==> config.mk <==
export PLATFORM = sky130hd
export DESIGN_NAME = rr_fifo_scheduler
export DESIGN_NICKNAME = d
export VERILOG_FILES = /design/src/rtl/rr_fifo_scheduler.sv
export SDC_FILE = /design/constraint.sdc
export NUM_CORES = 1
export LEC_CHECK = 0
export BUFFER_PORTS_ARGS = -buffer_cell sky130_fd_sc_hd__buf_2
export CAP_MARGIN = 20
export CORE_MARGIN = 2
export CORE_UTILIZATION = 51
export CTS_CLUSTER_SIZE = 10
export DETAILED_ROUTE_END_ITERATION = 16
export GPL_TIMING_DRIVEN = 0
export PLACE_DENSITY = 0.8
export SLEW_MARGIN = 20
export SYNTH_ARGS = -nofsm -noshare
export SYNTH_HDL_FRONTEND = slang
export SYNTH_SLANG_ARGS = --single-unit
==> constraint.sdc <==
create_clock -name clk -period 3.8 [get_ports clk]
set_clock_uncertainty 0.2 [all_clocks]
set_input_delay 0.95 -clock clk [delete_from_list [all_inputs] [get_ports clk]]
set_output_delay 0.95 -clock clk [all_outputs]
set_load 0.02 [all_outputs]
==> src/rtl/rr_fifo_scheduler.sv <==
// Round-robin scheduler draining four show-ahead FIFOs onto one registered
// valid/ready output. A port holds its grant until end-of-packet or BURST_MAX beats.
module rr_fifo_scheduler #(
  parameter int DATA_W    = 4,
  parameter int BURST_MAX = 4
) (
  input  logic              clk,
  input  logic              rst,
  input  logic [3:0]        req_valid,
  input  logic [3:0]        req_last,
  input  logic [DATA_W-1:0] req_data0,
  input  logic [DATA_W-1:0] req_data1,
  input  logic [DATA_W-1:0] req_data2,
  input  logic [DATA_W-1:0] req_data3,
  output logic [3:0]        pop,
  output logic              out_valid,
  input  logic              out_ready,
  output logic [DATA_W-1:0] out_data,
  output logic [1:0]        out_sel,
  output logic              out_last,
  output logic              busy
);

  localparam int CNT_W = $clog2(BURST_MAX + 1);
  localparam logic [0:0] S_IDLE  = 1'b0;
  localparam logic [0:0] S_GRANT = 1'b1;

  logic [0:0]        r_state;
  logic [1:0]        r_ptr;
  logic [1:0]        r_gnt;
  logic [CNT_W-1:0]  r_beat_cnt;
  logic              r_out_valid;
  logic [DATA_W-1:0] r_out_data;
  logic [1:0]        r_out_sel;
  logic              r_out_last;

  logic [DATA_W-1:0] w_head_data;
  logic [1:0]        w_pick;
  logic              w_can_load;
  logic              w_pop_en;
  logic              w_burst_end;
  logic              w_release;

  // First requesting port at or after p, wrapping 3 -> 0.
  function automatic logic [1:0] f_rr_pick(input logic [3:0] v, input logic [1:0] p);
    logic [1:0] idx;
    logic       found;
    f_rr_pick = p;
    found     = 1'b0;
    for (int k = 0; k < 4; k++) begin
      idx = p + 2'(k);
      if (!found && v[idx]) begin
        f_rr_pick = idx;
        found     = 1'b1;
      end
    end
  endfunction

  always_comb begin
    w_head_data = req_data0;
    case (r_gnt)
      2'd0:    w_head_data = req_data0;
      2'd1:    w_head_data = req_data1;
      2'd2:    w_head_data = req_data2;
      default: w_head_data = req_data3;
    endcase
  end

  assign w_pick      = f_rr_pick(req_valid, r_ptr);
  assign w_can_load  = !r_out_valid || out_ready;
  assign w_pop_en    = (r_state == S_GRANT) && req_valid[r_gnt] && w_can_load;
  assign w_burst_end = (r_beat_cnt == CNT_W'(BURST_MAX - 1));
  // A stalled output with data pending holds the grant; an empty FIFO gives it up.
  assign w_release   = (r_state == S_GRANT) &&
                       (!req_valid[r_gnt] || (w_pop_en && (req_last[r_gnt] || w_burst_end)));

  assign pop       = w_pop_en ? (4'b0001 << r_gnt) : 4'b0000;
  assign busy      = (r_state == S_GRANT);
  assign out_valid = r_out_valid;
  assign out_data  = r_out_data;
  assign out_sel   = r_out_sel;
  assign out_last  = r_out_last;

  always_ff @(posedge clk or posedge rst) begin
    if (rst) begin
      r_state    <= S_IDLE;
      r_ptr      <= 2'd0;
      r_gnt      <= 2'd0;
      r_beat_cnt <= '0;
    end else begin
      case (r_state)
        S_IDLE: begin
          if (|req_valid) begin
            r_gnt      <= w_pick;
            r_beat_cnt <= '0;
            r_state    <= S_GRANT;
          end
        end
        default: begin
          if (w_pop_en) r_beat_cnt <= r_beat_cnt + 1'b1;
          if (w_release) begin
            r_state <= S_IDLE;
            r_ptr   <= r_gnt + 2'd1;
          end
        end
      endcase
    end
  end

  // Output register stage
  always_ff @(posedge clk or posedge rst) begin
    if (rst) begin
      r_out_valid <= 1'b0;
      r_out_data  <= '0;
      r_out_sel   <= 2'd0;
      r_out_last  <= 1'b0;
    end else if (w_pop_en) begin
      r_out_valid <= 1'b1;
      r_out_data  <= w_head_data;
      r_out_sel   <= r_gnt;
      r_out_last  <= req_last[r_gnt];
    end else if (r_out_valid && out_ready) begin
      r_out_valid <= 1'b0;
    end
  end

endmodule

==> flow_summary.toml <==
[outcome]
status = "finished, final reports clean"

[cts]
postCtsSetupBuffers = 0
cts.clk_slew.worst_paths_ps = 90
h-tree-depth = 1
holdBufCountCts = 0
clock-sinks = 16
ctsResizeCount = 0
cts_tree = "built"
clk_latency_ps = 290
cts_buffer_depth = 2
clockRootBuffer = "clkbuf_4"
cts_buffers = 3

[global_route]
grt_use_met3_pct = 3.396
grt_use_met2_pct = 39.20
grt_max_degree = 17
top_usage_layer = "met2"
antenna_found_initial = 0
grt_overflow_total = 0
track_usage_pct = 21.57
grt_pass1_wl_um = 3284
grt_pass1_vias = 811
met1_usage_pct = 23.11

[setup_path]
crit_path_frequent_cell = "buf_2"
crit_family = "multiplexers"
crit_required_ps = 2650
arrival_ps = 2170
cpPeakStageDelay_ps = 540
critical_path.cell_chain = "buf_2, mux4_2, nand2_1, a21oi_2, and2_1, buf_2"
crit_fanout = 7
endpoint_kind = "output port"
cp_num_buf_inv = 2
startpoint_type = "input port"
critical_path_class = "input port to output port"
cp_slowest_cell = "mux4_2"

[yosys]
ys_seq_elements = 16
syn-cell-area_um2 = 991.0
ys_seq_area_share_pct = 40.40
synth.avg_cell_area_um2 = 9.349
synthCells = 106
syn-num-nets = 140
yosys_warnings = 0
synthDistinctLibCells = 29

[detailed_routing]
drt_pre_antenna_iters = 6
drt-initial-drc-count = 32
viasPerCell = 5.457
via_count = 944
wl_um = 2225
ant_nets = 0
post_drt_wl_per_cell_um = 12.86
drc = 0

[cells_and_area]
fillers = 143
antenna_cells = 0
final_cell_mix = "39 x buf_2, 16 x dfrtp_1, 14 x nand2_1"
area_growth_pct = 25.13
final_nets = 184
fin_cells = 173
final_layout_size_suffix_gt1_share_pct = 33.78
multi_input_area_um2 = 545.5
layout_commonest_cell = "buf_2"
seqCellArea_um2 = 400.4

[timing]
finalCriticalPeriod_ps = 3315
setup_viol = 0
maxSlewHeadroom_pct = 52.08
drv_slew = 0
worst_pin_slew_ps = 711.0
finalSetupTns_ps = 0
fin_crit_sh_pct = 87.25
fmax_ghz = 0.3016
hold_viol = 0
rsz0062_at_grt = "false"

[power]
vdd_ir_drop_max_mv = 0.5249
p_int_mw = 0.5037
p_seq_share_pct = 34.9
combPwrFrac_pct = 55.6
p_switching_mw = 0.4405
leakagePower_nw = 0.6440
p_sw_share_pct = 46.65
powerDensity_nw_per_um2 = 761.5
p_clk_share_pct = 9.5

[placement]
dpl.hpwl_um = 1726
portBuffers = 39
place_congestion = 0.7426
dp.cells = 170

[floorplan]
initial_core_util_pct = 55.58
dieWidth_um = 48.08
design.die.area_um2 = 2312
fp.coreArea_um2 = 1783
row_count = 15
ios = 40
fp.dieH_um = 48.08

[flow_run]
drv_cap = 0

[hold_path]
hp-class = "flop to flop"
==> logic make-up after synthesis <==
group           share of synthesized area [%]
flops                                   40.40
compound gates                          22.10
mux                                     6.818
fa+ha+maj                               8.838
simple gates                            17.30
buf+inv                                 4.545
==> worst min-delay path: stages (launching register included) <==
cell	delay, ps
dfrtp_1	350
nand2_1	40
o21ai_0	60
==> area by class of cell <==
type                            instances  area share, %
Multi-Input combinational cell         79          44.00
Sequential cell                        16          32.29
Timing Repair Buffer                   39          15.74
Inverter                                9          2.725
Tap cell                               25          2.523
Clock buffer                            3          1.816
Buffer                                  2         0.9082
==> synthesized netlist by cell type <==
cell / count / area (µm²)
and2_1: 4 / 25.02
and2_0: 1 / 6.260
mux4_2: 1 / 22.52
mux2i_1: 3 / 30.03
o32ai_1: 1 / 8.760
dfrtp_1: 16 / 400.4
nand3_1: 3 / 15.01
a21oi_2: 1 / 8.760
o21ai_2: 1 / 8.760
nor2_1: 8 / 30.03
a21oi_1: 6 / 30.03
o21ai_1: 5 / 25.02
buf_4: 1 / 7.510
buf_1: 1 / 3.750
a222oi_1: 5 / 50.05
o22ai_1: 1 / 6.260
inv_2: 1 / 3.750
o21ai_0: 8 / 40.04
ha_1: 7 / 87.58
o211ai_1: 1 / 7.510
inv_1: 8 / 30.03
nand2_1: 14 / 52.55
a22o_1: 1 / 8.760
nor2b_1: 3 / 18.77
a31o_1: 1 / 8.760
nand3_4: 1 / 17.52
nand2b_1: 1 / 6.260
mux2_4: 1 / 15.01
o41ai_2: 1 / 16.27
==> state kept, by name (all words and copies together), names as in the netlist <==
name	count
out_data	4
r_beat_cnt	3
out_sel	2
r_gnt	2
r_ptr	2
busy	1
out_last	1
out_valid	1
==> power by group through the flow <==
stage                     Sequential (mW)  Combinational (mW)  Clock [mW]
after floorplan                     0.369               0.340           0
final                               0.330               0.525      0.0896
after detailed placement            0.334               0.527           0
after global routing                0.342               0.587      0.0993
after global placement              0.327               0.513           0
after CTS                           0.331               0.530      0.0893
==> routing by layer <==
metal | wire length (µm) | part of all wire, %
met5 | 0 | 0
met3 | 121 | 5.4
met1 | 1012 | 45
met4 | 44 | 2.0
met2 | 1047 | 47
==> final timing paths <==
kind | depth (start not counted) | endpoint | startpoint | slack [ps]
hold / removal | 2 | out_data[2] | out_data[2] | 280
hold reg to reg | 2 | out_data[2] | out_data[2] | 280
setup reg to reg | 6 | out_data[0] | r_gnt[0] | 1780
min in group asynchronous | 2 | r_beat_cnt[0] | rst | 520
max in group asynchronous | 2 | out_last | rst | 2490
setup / recovery | 6 | pop[3] | req_valid[3] | 480
==> through the flow <==
stage | util [%] | hold WS [ps] | setup WS (ps) | power [mW] | instance area (µm²)
floorplan | - | 251.6 | 769.5 | 0.7086 | 991.0
global placement | 68.28 | 261.3 | 514.3 | 0.8402 | 1217
detailed placement | 68.28 | 266.1 | 495.4 | 0.8612 | 1217
CTS | 69.54 | 285.6 | 490.2 | 0.9494 | 1240
global route | 69.54 | 317.9 | 421.1 | 1.028 | 1240
finish | 69.54 | 280.2 | 484.5 | 0.9442 | 1240
(Power assumes the default switching activity.)
